[config.mk]
export PLATFORM = sky130hd
export DESIGN_NAME = fixed_point_mac
export DESIGN_NICKNAME = d
export VERILOG_FILES = /design/src/rtl/fixed_point_mac.sv
export SDC_FILE = /design/constraint.sdc
export NUM_CORES = 1
export LEC_CHECK = 0
export ABC_AREA = 1
export BUFFER_PORTS_ARGS = -buffer_cell sky130_fd_sc_hd__buf_2
export CORE_MARGIN = 1
export CORE_UTILIZATION = 56
export CTS_CLUSTER_DIAMETER = 50
export DETAILED_ROUTE_END_ITERATION = 10
export GPL_ROUTABILITY_DRIVEN = 0
export GPL_TIMING_DRIVEN = 0
export PLACE_DENSITY = 0.78
export SYNTH_ARGS = -nofsm -noshare
export SYNTH_HDL_FRONTEND = slang
export SYNTH_SLANG_ARGS = --single-unit
[constraint.sdc]
create_clock -name i_clk -period 5 [get_ports i_clk]
set_clock_uncertainty 0.05 [all_clocks]
set_input_delay 0.75 -clock i_clk [delete_from_list [all_inputs] [get_ports i_clk]]
set_output_delay 0.75 -clock i_clk [all_outputs]
set_load 0.02 [all_outputs]
[src/rtl/fixed_point_mac.sv]
// -----------------------------------------------------------------------------
// fixed_point_mac
//   Signed fixed-point multiply-accumulate engine for dot products. Terms
//   (a, b) stream in under a valid/ready handshake; every accepted term adds
//   the full-precision product a*b into a saturating accumulator. The term
//   flagged by i_in_last closes the dot product: the result is then presented
//   under a valid/ready handshake. out_data feeds a downstream 16->12 bit
//   rounding stage.
//
//   ACC_W must equal 2*IN_W. The product of two IN_W-bit signed operands then
//   always fits in ACC_W bits, including (-2^(IN_W-1))^2.
//
// Ports
//   i_clk        rising-edge clock, the only clock
//   i_rst_n      asynchronous active-low reset
//   i_a, i_b     signed operands (two's complement, IN_W bits)
//   i_in_valid   a, b and in_last are valid this cycle
//   i_in_last    current term is the final term of the dot product
//   o_in_ready   a term is accepted this cycle (1 in IDLE/ACC, 0 in OUT)
//   o_out_data   saturated signed accumulator (ACC_W bits)
//   o_out_ovf    sticky: saturation occurred during this dot product
//   o_out_count  accepted terms, saturating at 2^CNT_W-1
//   o_out_valid  out_data/out_ovf/out_count hold a finished result
//   i_out_ready  downstream takes the result
// -----------------------------------------------------------------------------
module fixed_point_mac #(
  parameter int IN_W  = 8,
  parameter int ACC_W = 16,
  parameter int CNT_W = 8
) (
  input  logic                    i_clk,
  input  logic                    i_rst_n,
  input  logic signed [IN_W-1:0]  i_a,
  input  logic signed [IN_W-1:0]  i_b,
  input  logic                    i_in_valid,
  input  logic                    i_in_last,
  output logic                    o_in_ready,
  output logic signed [ACC_W-1:0] o_out_data,
  output logic                    o_out_ovf,
  output logic [CNT_W-1:0]        o_out_count,
  output logic                    o_out_valid,
  input  logic                    i_out_ready
);

  typedef enum logic [1:0] {
    ST_IDLE = 2'd0,
    ST_ACC  = 2'd1,
    ST_OUT  = 2'd2
  } state_t;

  localparam logic [ACC_W-1:0] SAT_MAX = {1'b0, {(ACC_W-1){1'b1}}};
  localparam logic [ACC_W-1:0] SAT_MIN = {1'b1, {(ACC_W-1){1'b0}}};
  localparam logic [CNT_W-1:0] CNT_MAX = {CNT_W{1'b1}};
  localparam logic [CNT_W-1:0] CNT_ONE = {{(CNT_W-1){1'b0}}, 1'b1};

  // The ACC_W+1-bit sum overflows when its two top bits disagree.
  function automatic logic sum_ovf_f(input logic [ACC_W:0] s);
    return s[ACC_W] ^ s[ACC_W-1];
  endfunction

  // Clamp the ACC_W+1-bit sum into the ACC_W-bit signed range.
  function automatic logic [ACC_W-1:0] sat_f(input logic [ACC_W:0] s);
    logic [ACC_W-1:0] v;
    if (sum_ovf_f(s)) begin
      v = s[ACC_W] ? SAT_MIN : SAT_MAX;
    end else begin
      v = s[ACC_W-1:0];
    end
    return v;
  endfunction

  state_t                  r_state;
  logic signed [ACC_W-1:0] r_acc;
  logic                    r_ovf;
  logic [CNT_W-1:0]        r_count;
  logic                    r_in_ready;
  logic                    r_out_valid;

  state_t                  w_state_nxt;
  logic signed [ACC_W-1:0] w_acc_nxt;
  logic                    w_ovf_nxt;
  logic [CNT_W-1:0]        w_count_nxt;

  logic signed [ACC_W-1:0] w_a_ext;
  logic signed [ACC_W-1:0] w_b_ext;
  logic signed [ACC_W-1:0] w_p;
  logic signed [ACC_W-1:0] w_base;
  logic                    w_base_ovf;
  logic [ACC_W:0]          w_sum;
  logic [CNT_W-1:0]        w_cnt_inc;

  // Sign-extend the operands so the ACC_W-bit product is exact.
  assign w_a_ext = {{(ACC_W-IN_W){i_a[IN_W-1]}}, i_a};
  assign w_b_ext = {{(ACC_W-IN_W){i_b[IN_W-1]}}, i_b};
  assign w_p     = w_a_ext * w_b_ext;

  // A new dot product starts from zero; only ACC continues the running sum.
  assign w_base     = (r_state == ST_ACC) ? r_acc : {ACC_W{1'b0}};
  assign w_base_ovf = (r_state == ST_ACC) ? r_ovf : 1'b0;
  assign w_sum      = {w_base[ACC_W-1], w_base} + {w_p[ACC_W-1], w_p};
  assign w_cnt_inc  = (r_count == CNT_MAX) ? CNT_MAX : (r_count + CNT_ONE);

  // Next-state and datapath update selection.
  always_comb begin
    w_state_nxt = r_state;
    w_acc_nxt   = r_acc;
    w_ovf_nxt   = r_ovf;
    w_count_nxt = r_count;
    case (r_state)
      ST_IDLE, ST_ACC: begin
        if (i_in_valid) begin
          w_acc_nxt   = sat_f(w_sum);
          w_ovf_nxt   = w_base_ovf | sum_ovf_f(w_sum);
          w_count_nxt = (r_state == ST_IDLE) ? CNT_ONE : w_cnt_inc;
          w_state_nxt = i_in_last ? ST_OUT : ST_ACC;
        end else begin
          w_state_nxt = r_state;
        end
      end
      ST_OUT: begin
        if (i_out_ready) begin
          w_state_nxt = ST_IDLE;
          w_acc_nxt   = {ACC_W{1'b0}};
          w_ovf_nxt   = 1'b0;
          w_count_nxt = {CNT_W{1'b0}};
        end else begin
          w_state_nxt = ST_OUT;
        end
      end
      default: begin
        w_state_nxt = ST_IDLE;
        w_acc_nxt   = {ACC_W{1'b0}};
        w_ovf_nxt   = 1'b0;
        w_count_nxt = {CNT_W{1'b0}};
      end
    endcase
  end

  // State, datapath and handshake registers; handshakes follow the next state.
  always_ff @(posedge i_clk or negedge i_rst_n) begin
    if (!i_rst_n) begin
      r_state     <= ST_IDLE;
      r_acc       <= {ACC_W{1'b0}};
      r_ovf       <= 1'b0;
      r_count     <= {CNT_W{1'b0}};
      r_in_ready  <= 1'b1;
      r_out_valid <= 1'b0;
    end else begin
      r_state     <= w_state_nxt;
      r_acc       <= w_acc_nxt;
      r_ovf       <= w_ovf_nxt;
      r_count     <= w_count_nxt;
      r_in_ready  <= (w_state_nxt != ST_OUT);
      r_out_valid <= (w_state_nxt == ST_OUT);
    end
  end

  assign o_in_ready  = r_in_ready;
  assign o_out_valid = r_out_valid;
  assign o_out_data  = r_acc;
  assign o_out_ovf   = r_ovf;
  assign o_out_count = r_count;

endmodule

Yosys cells after proc, flatten, opt, wreduce, memory -nomap -nowiden
Index checks and enable logic that the tools add are counted.

Register bits after elaboration: 29. Bits of input ports: 21. Word-level logic and storage cells: 40.

Add/sub/neg operators: 2. $mul: 1. Equality and inequality tests: 7. Mux-type cells: 19. Bitwise operators: 2. Reduce and logical (&&, ||, !) cells: 3.

Operators with widths (number): 2-to-1 mux 16 bit (5); 2-to-1 mux 8 bit (4); case mux 16 bit (2 select lines) (1); adder 16 x 16 -> 17 bit (1); multiplier 8 x 8 -> 16 bit (1); case mux 8 bit (2 select lines) (1); adder 8 x 1 -> 8 bit (second input constant) (1); == test 8 bit (second input constant) (1); 2-to-1 mux 2 bit (3); inequality test 2 bit (second input constant) (3); == test 2 bit (second input constant) (2); case mux 2 bit (2 select lines) (1); 2-to-1 mux 1 bit (3); == test 2 x 1 -> 1 bit (second input constant) (1); logical NOT 2 bit (1); case mux 1 bit (2 select lines) (1); AND reduction 2 bit (1); OR reduction 2 bit (1); bitwise OR 1 bit (1); XOR 1 bit (1).

Depth between registers and ports, before layout
Gate-level depths: netlist of run 1.

Depth in word-level cells: 7. Mapped depth: 27. Depth with buffers taken out: 26.

Least setup slack after synthesis of run 1
OpenSTA, ideal clock, no wires.

Path type: input-to-reg. Start point: input i_b[7]. End point: register r_acc[13] (netlist: o_out_data[13]). Library setup time: 116 ps. Arrival time: 5148 ps. Data required time: 4834 ps. Path slack: -314 ps. Stages on the path: 20. Path through: clkinv_1 > or2_2 > fa_1 > fa_1 > inv_1 > fa_1 > fa_1 > fa_1 > ha_1 > nand2_1 > nand2_2 > nor2_4 > nor2_1 > nor2_1 > nand3_2 > nand3_4 > buf_4 > nand3_1 > nand2_1 > nand2_1.

Word-level cells in the longest chain between the ends: 6. Elaborated cells between the ends (all ways): 7.

RTL lines: from (decl) (RTL line 34) `input logic signed [IN_W-1:0] i_b,`; multiplier 8 x 8 -> 16 bit * (RTL line 95) `assign w_p = w_a_ext * w_b_ext;`; adder 16 x 16 -> 17 bit * (RTL line 100) `assign w_sum = {w_base[ACC_W-1], w_base} + {w_p[ACC_W-1], w_p};`; 2-to-1 mux 16 bit / XOR 1 bit (equally long branches) (RTL line 65, 58); 2-to-1 mux 16 bit * (RTL line 64) `if (sum_ovf_f(s)) begin`; 2-to-1 mux 16 bit * (RTL line 111) `if (i_in_valid) begin`; case mux 16 bit (2 select lines) * (RTL line 109) `case (r_state)`; to (signal assigned) (RTL line 143) `r_acc <= {ACC_W{1'b0}};`; to (signal assigned) (RTL line 150) `r_acc <= w_acc_nxt;`; to (decl) (RTL line 73) `logic signed [ACC_W-1:0] r_acc;`.

Mark *: on every way between the ends. The rest lies on a longest branch, timed or not. The select of a mux whose other input is x is not followed. A chain may end at the register's enable or synchronous reset.

Final worst setup path of run 1
Start point: register r_state[1]. End point: register r_acc[2] (netlist: o_out_data[2]).

Word-level cells in the longest chain between the ends: 7. Elaborated cells between the ends (all ways): 14.

RTL lines: from (decl) (RTL line 72) `state_t r_state;`; from (signal assigned) (RTL line 149) `r_state <= w_state_nxt;`; == test 2 x 1 -> 1 bit (RTL line 98, 109); 2-to-1 mux 16 bit (RTL line 98) `assign w_base = (r_state == ST_ACC) ? r_acc : {ACC_W{1'b0}};`; adder 16 x 16 -> 17 bit (RTL line 100); 2-to-1 mux 16 bit / XOR 1 bit (equally long branches) (RTL line 65, 58); 2-to-1 mux 16 bit (RTL line 64); 2-to-1 mux 16 bit (RTL line 111); case mux 16 bit (2 select lines) (RTL line 109).

Parallel ways exist; a longest one is shown, timed or not. The select of a mux whose other input is x is not followed.

==> impl_results.md, run 1 <==
* Area grow syn2layout at 25.3%
* Status: completed
* Die ar. at between 0.009 and 0.01 mm²
* CTS Buffer Depth at 2
* Fmax at 201 MHz
* Die Y-Extent at roughly 96 µm
* Core Region at ~0.0084 mm²
* Initial antenna violation count at 0
* CP top delay family: adder cells
* Max_slew headroom at 55.9%
* Fin area at around 0.0062 mm²
* Commonest cells after routing, fill and taps aside: 175 x nand2_1, 147 x inv_1, 72 x fa_1
* Yosys reg bits at 29
* # rows at 33
* Crit path kind: flop to flop
* Required @ worst endpoint at around 5.2 ns
* Clk_lat worst skew at 0.29 ns
* Synth warn at 0
* Crit-path slowest cell: fa_1
* Dpl cells at slightly below 800
* Nets at between 800 and 900
* Pre-Repair DR Iteration Count at 5
* ANT cells at 0
* Cts bufs inserted at 5
* Yosys top cell by area: fa_1
* Hpwl dp at approximately 9000 µm
* Global Route Usage Sum at 26.8%
* Total routed wirelength at about 12000 µm
* Crit. End Element: flop
* Port bufs at 32
* DP Area at 0.00528 mm²
* Total of max-cap violations at 0
* First-pass GRT wire length at between 15000 and 20000 µm
* Final hold violations at 0
* Pins Over Slew Limit at 0
* GRT overflow at 0
* DRT iter0 DRCs at roughly 250
* Vias in the first global route at ~4200
* Crit path launch type: flop
* Post-Syn Instances at 650
* Fin crit period at about 5 ns
* Layout cell share with drive strength beyond 1 at between 20% and 30%
* Crit path buf inv count at 7
* DP Worst Slack at -0.757 ns
* Worst Hold Class: input port to async pin
* CP arrival at ~5.2 ns
* Antenna viol nets, final at 0
* Area share of the largest cell type after synthesis at slightly above 30%
* Netlist Area Pre-Place at ~0.005 mm²
* Die W at between 90 and 100 µm
* Final setup viols at 0
* RSZ-0062 raised after global routing: yes
* Ranking of synthesized cells by area: fa_1 31%, nand2_1 15%, dfrtp_1 14%
* CTS Sinks at 29
* Avg WL per Cell at ~15 µm
* Via density at ~5.3
* Initial Util at roughly 60%
* Clock-pin slew on the worst setup and hold paths at approximately 0.07 ns
* I/O pin total at 48
* Cell mode on critical path: nand2_1
* Final period util at about 100%
* Hold-fix buffers, CTS at 0
* Worst-Margin Slew at ~0.66 ns
* Avg Inst Size Synth at 7.58 µm²
* CTS H-tree depth at 2
* DRC at 0
* CTS tree: done
* Root buf cell: clkbuf_8
* Slowest cell delay on critical path at ~0.60 ns
* Non-filler cells, final at approximately 820
* Most common cell after layout, fill and taps aside: nand2_1
* Vias at approximately 4400
* Cell variety after synth at 38
* Syn_nets at approximately 800
* Register area share after synthesis at roughly 15%
* Worst Path Max Fanout at 6
* Pin count of the biggest net entering global routing at 30
* Final worst-path setup slack at roughly 0.018 ns
synth_stat cells:
cell type / n
a211oi_1: 1
a21oi_1: 6
a21oi_2: 2
a22o_1: 1
a32oi_1: 1
buf_2: 1
buf_4: 1
buf_6: 2
clkbuf_1: 17
clkinv_1: 2
dfrtp_1: 28
dfstp_2: 1
fa_1: 76
ha_1: 40
inv_1: 157
inv_2: 3
inv_4: 1
nand2_1: 200
nand2_2: 5
nand2_4: 2
nand3_1: 31
nand3_2: 4
nand3_4: 2
nand3b_1: 3
nand4_1: 1
nor2_1: 29
nor2_2: 2
nor2_4: 2
nor3_1: 3
nor3b_1: 1
o211ai_1: 1
o21ai_0: 12
o21ai_1: 1
o21bai_1: 1
o31ai_1: 1
or2_2: 2
xnor2_1: 3
xor2_1: 4
state kept, by name, indices dropped and copies added (netlist names):
register,flops
o_out_ovf,1
o_out_valid,1
o_out_count,8
o_in_ready,1
o_out_data,16
r_state,2
cell families (layout without fill, tap and decap cells):
family,Yosys count,count (layout),share of synthesized area (%)
compound gates,27,27,3.25
xor+xnor,7,7,1.24
fa+ha+maj,116,116,41.0
buf+inv,184,252,14.5
flops,29,29,14.8
simple gates,287,287,25.2
final cells by class:
| cell class | count | area [µm²] |
|---|---|---|
| Clock buffer | 7 | 86.3 |
| Inverter | 163 | 647 |
| Timing Repair inverter | 1 | 8.76 |
| Buffer | 20 | 183 |
| Tap cell | 105 | 131 |
| Fill cell | 571 | 2210 |
| Multi-Input combinational cell | 437 | 3950 |
| Timing Repair Buffer | 60 | 412 |
| Sequential cell | 29 | 728 |
| Clock inverter | 1 | 30.0 |
per-layer routing:
layer  wire, µm  vias to the layer above  global-route usage, %
met2       6550                      136                   48.5
met3        444                       38                   2.05
met5          0                        -                      0
li1           -                     2033                      -
met1       5070                     2167                   34.1
met4        349                        0                   8.21
metrics by stage:
| step | hold WS (ns) | TNS (ns) | util [%] |
|---|---|---|---|
| final | 0.431 | 0 | 73.7 |
| after global routing | 0.487 | -1.71 | 73.7 |
| after CTS | 0.456 | 0 | 67.6 |
| after detailed placement | 0.452 | -11.34 | 63.0 |
| after global placement | 0.438 | -8.23 | 63.0 |
| after floorplan | 0.404 | 0 | - |
worst paths after layout:
| kind | startpoint | to | slack [ns] | cells after the start |
|---|---|---|---|---|
| max | r_state[1]$_DFF_PN0_ | o_out_data[2]$_DFFE_PN0P_ | 0.02 | 25 |
| min in group i_clk | o_out_data[1]$_DFFE_PN0P_ | o_out_data[1]$_DFFE_PN0P_ | 0.47 | 2 |
| max in group asynchronous | i_rst_n | r_state[1]$_DFF_PN0_ | 3.99 | 1 |
| min | i_rst_n | o_out_data[5]$_DFFE_PN0P_ | 0.43 | 1 |
| max reg2reg | r_state[1]$_DFF_PN0_ | o_out_data[2]$_DFFE_PN0P_ | 0.02 | 25 |
| min reg2reg | o_out_data[1]$_DFFE_PN0P_ | o_out_data[1]$_DFFE_PN0P_ | 0.47 | 2 |
worst reg2reg max path, stage by stage (launching register included):
cell	delay, ns
dfrtp_2	0.43
nor2_4	0.18
buf_6	0.15
buf_4	0.13
inv_6	0.05
nor2_4	0.10
fa_1	0.42
fa_1	0.53
fa_1	0.45
fa_1	0.60
ha_4	0.22
ha_4	0.28
nand2_1	0.07
inv_2	0.10
nand2_1	0.08
nand2_1	0.13
nand2_2	0.09
buf_4	0.14
nand3_2	0.08
nand3_4	0.09
nand3_4	0.12
nand2_4	0.07
inv_6	0.09
buf_6	0.12
nand2_1	0.07
nand2_1	0.08
what timing repair did:
item | CTS | global route
setup endpoints to repair | 17 | 17
buffers inserted | 15 | 10
cloned | 3 | 1
pin swaps | 18 | 41
gates resized for setup | 40 | 115
Power of run 1 is not shown: default switching activity piles up to over one toggle a cycle in this logic, so the estimate is an artifact.
==> run 2: changes to the inputs <==
Settings changed: PLACE_DENSITY 0.78 to 0.79.
==> run 2 against run 1 <==
  * The flow now finishes with violations (negative setup slack)
  * Sequential share of layout area increased by 0.34 points
  * Setup slack got worse by 0.044 ns
  * Global-route usage increased by 0.15 points
  * Register-to-register slack got worse by 0.04 ns
==> impl_results.md, run 2 (same netlist as run 1, synthesis figures left out) <==
* Status: complete, but fails checks
* Failing checks: negative setup slack
* CTS Buffer Depth at 2 (unchanged)
* Multi-input logic area at 0.00383 mm² (-2.9%)
* Clock-pin slew on the worst setup and hold paths at 0.06 ns (about the same)
* Hpwl dp at 9160 µm (+3.3%)
* DRT iter0 DRCs at 249 (-1.6%)
* Met2 WL at 6630 µm (+1.2%)
* CP arrival at 5.14 ns (-0.02 ns)
* Routed met1 length at 5020 µm (-1.1%)
* Uppermost layer routed: met4
* Fmax at 199 MHz (-0.89%)
* Worst-Margin Slew at 0.658 ns (-0.00347 ns)
* Cts bufs inserted at 5 (unchanged)
* Number of flip-flops in the largest register at 16 (unchanged)
* DRC at 0 (unchanged)
* Commonest cells after routing, fill and taps aside: 179 x nand2_1, 152 x inv_1, 72 x fa_1
* Port bufs at 32 (unchanged)
* Pins Over Slew Limit at 0 (unchanged)
* Final worst-path setup slack at -0.0263 ns (-0.0445 ns)
* Core Region at 0.00838 mm² (unchanged)
* Cells along the critical path: clkbuf_4 > nand2_4 > inv_6 > fa_1 > inv_1 > fa_1 > inv_1 > fa_1 > fa_1 > ha_1 > ha_1 > nand2_1 > nor2_2 > nand3_2 > nand3_1 > nand2_1 > nand2_2 > nand3_4 > nand2_4 > inv_6 > clkbuf_16 > nand2_2 > nand2_1
* Initial antenna violation count at 0 (unchanged)
* Die W at 95.8 µm (unchanged)
* Final hold violations at 0 (unchanged)
* Total routed wirelength at 12600 µm (+1.8%)
* Reg2reg start: r_state[0]$_DFF_PN0_
* Avg WL per Cell at 15.4 µm (+1.9%)
* Critical path startpoint: i_b[0]
* Cell mode on critical path: fa_1
* # rows at 33 (unchanged)
* RSZ-0062 raised after global routing: yes
* Vias in the first global route at 4409 (+4.5%)
* First-pass GRT wire length at 19100 µm (+0.80%)
* Required @ worst endpoint at 5.11 ns (-0.07 ns)
* Met3 wire length at 637 µm (+43%)
* Clk_lat worst skew at 0.28 ns (about the same)
* Antenna viol nets, final at 0 (unchanged)
* Worst Path Max Fanout at 8 (+2)
* Dpl cells at 787 (unchanged)
* Vias at 4363 (-0.25%)
* Crit path kind: input port to flop
* CTS tree: done
* Register Area at 728 µm² (unchanged)
* Crit. End Element: flop
* Root buf cell: clkbuf_8
* Setup TNS Final at -0.0656 ns (-0.0656 ns)
* Global Route Usage Sum at 26.9% (+0.15 points)
* Slowest cell delay on critical path at 0.55 ns (-0.05 ns)
* CTS Sinks at 29 (unchanged)
* Nets at 853 (-0.12%)
* I/O pin total at 48 (unchanged)
* CTS H-tree depth at 2 (unchanged)
* Die ar. at 0.00918 mm² (unchanged)
* GRT overflow at 0 (unchanged)
* Non-filler cells, final at 822 (-0.12%)
* Via density at 5.31 (-0.13%)
* Layout cell share with drive strength beyond 1 at 24.3% (-2.2 points)
* Crit-path slowest cell: fa_1
* Pin count of the biggest net entering global routing at 30 (unchanged)
* Final setup viols at 5 (+5)
* Crit path launch type: input port
* Max_slew headroom at 56.1% (+0.23 points)
* Final period util at 101% (+0.89 points)
* ANT cells at 0 (unchanged)
* Total of max-cap violations at 0 (unchanged)
* Worst Hold Class: input port to async pin
* Pre-Repair DR Iteration Count at 5 (unchanged)
* Area grow syn2layout at 21.8%
* Initial Util at 58.8% (unchanged)
* Die Y-Extent at 95.8 µm (unchanged)
* Most common cell after layout, fill and taps aside: nand2_1
* Fin crit period at 5.03 ns (+0.0445 ns)
* Fillers at 600 (+5.1%)
run 2: cell types whose count changed in the layout (fill, tap and decap cells not counted), moves of 3 or more:
cell,previous run,this run
ha_4,15,10
ha_1,23,28
nand2_1,175,179
inv_1,147,152
buf_6,13,6
clkbuf_2,0,5
nor2_4,14,10
nand2_2,22,18
inv_2,10,6
nand3_2,8,11
run 2: what timing repair did:
action / CTS / global route
setup endpoints to repair: 17 / 17
cloned: 1 / 1
endpoints found under the hold margin: 0 / 0
setup buffers: 18 / 8
pin swaps: 25 / 14
hold buffers: 0 / 0
resized for setup: 44 / 61
run 2: critical path, delay by kind of cell:
kind / cells / cell delay, ns
simple gates: 11 / 1.16
buf+inv: 6 / 0.58
fa+ha+maj: 6 / 2.66
run 2: per-stage QoR:
| step | instance area [µm²] | utilization (%) | hold slack, ns | worst slack (ns) |
|---|---|---|---|---|
| after floorplan | 4990 | - | 0.404 | 0.0113 |
| after global placement | 5280 | 63.0 | 0.443 | -0.546 |
| after detailed placement | 5280 | 63.0 | 0.437 | -0.625 |
| after CTS | 5670 | 67.6 | 0.454 | -0.0101 |
| after global routing | 6000 | 71.6 | 0.487 | -0.219 |
| final | 6000 | 71.6 | 0.445 | -0.0263 |
run 2: cell type report:
cell class,instances,area share (%)
timing repair buffer,60,7.09
sequential,29,12.1
clock inverter,2,0.167
clock buffer,6,1.21
buffer,20,2.75
multi-input combinational,437,63.9
tap,105,2.19
inverter,163,10.6
run 2: per-layer routing:
layer,global-route usage (%),up-vias
li1,-,2030
met1,32.5,2099
met2,50.1,188
met3,3.71,46
met4,7.21,0
met5,0,-
run 2: worst paths after layout:
| path | to | slack [ns] | depth (start not counted) |
|---|---|---|---|
| setup / recovery | o_out_data[6]$_DFFE_PN0P_ | -0.03 | 23 |
| hold / removal | o_out_data[4]$_DFFE_PN0P_ | 0.44 | 1 |
| setup reg to reg | o_out_data[6]$_DFFE_PN0P_ | -0.02 | 24 |
| hold reg to reg | o_out_ovf$_DFFE_PN0P_ | 0.46 | 2 |
| max in group asynchronous | r_state[1]$_DFF_PN0_ | 3.98 | 1 |
| min in group i_clk | o_out_ovf$_DFFE_PN0P_ | 0.46 | 2 |
Power of run 2 is left out for the same reason.
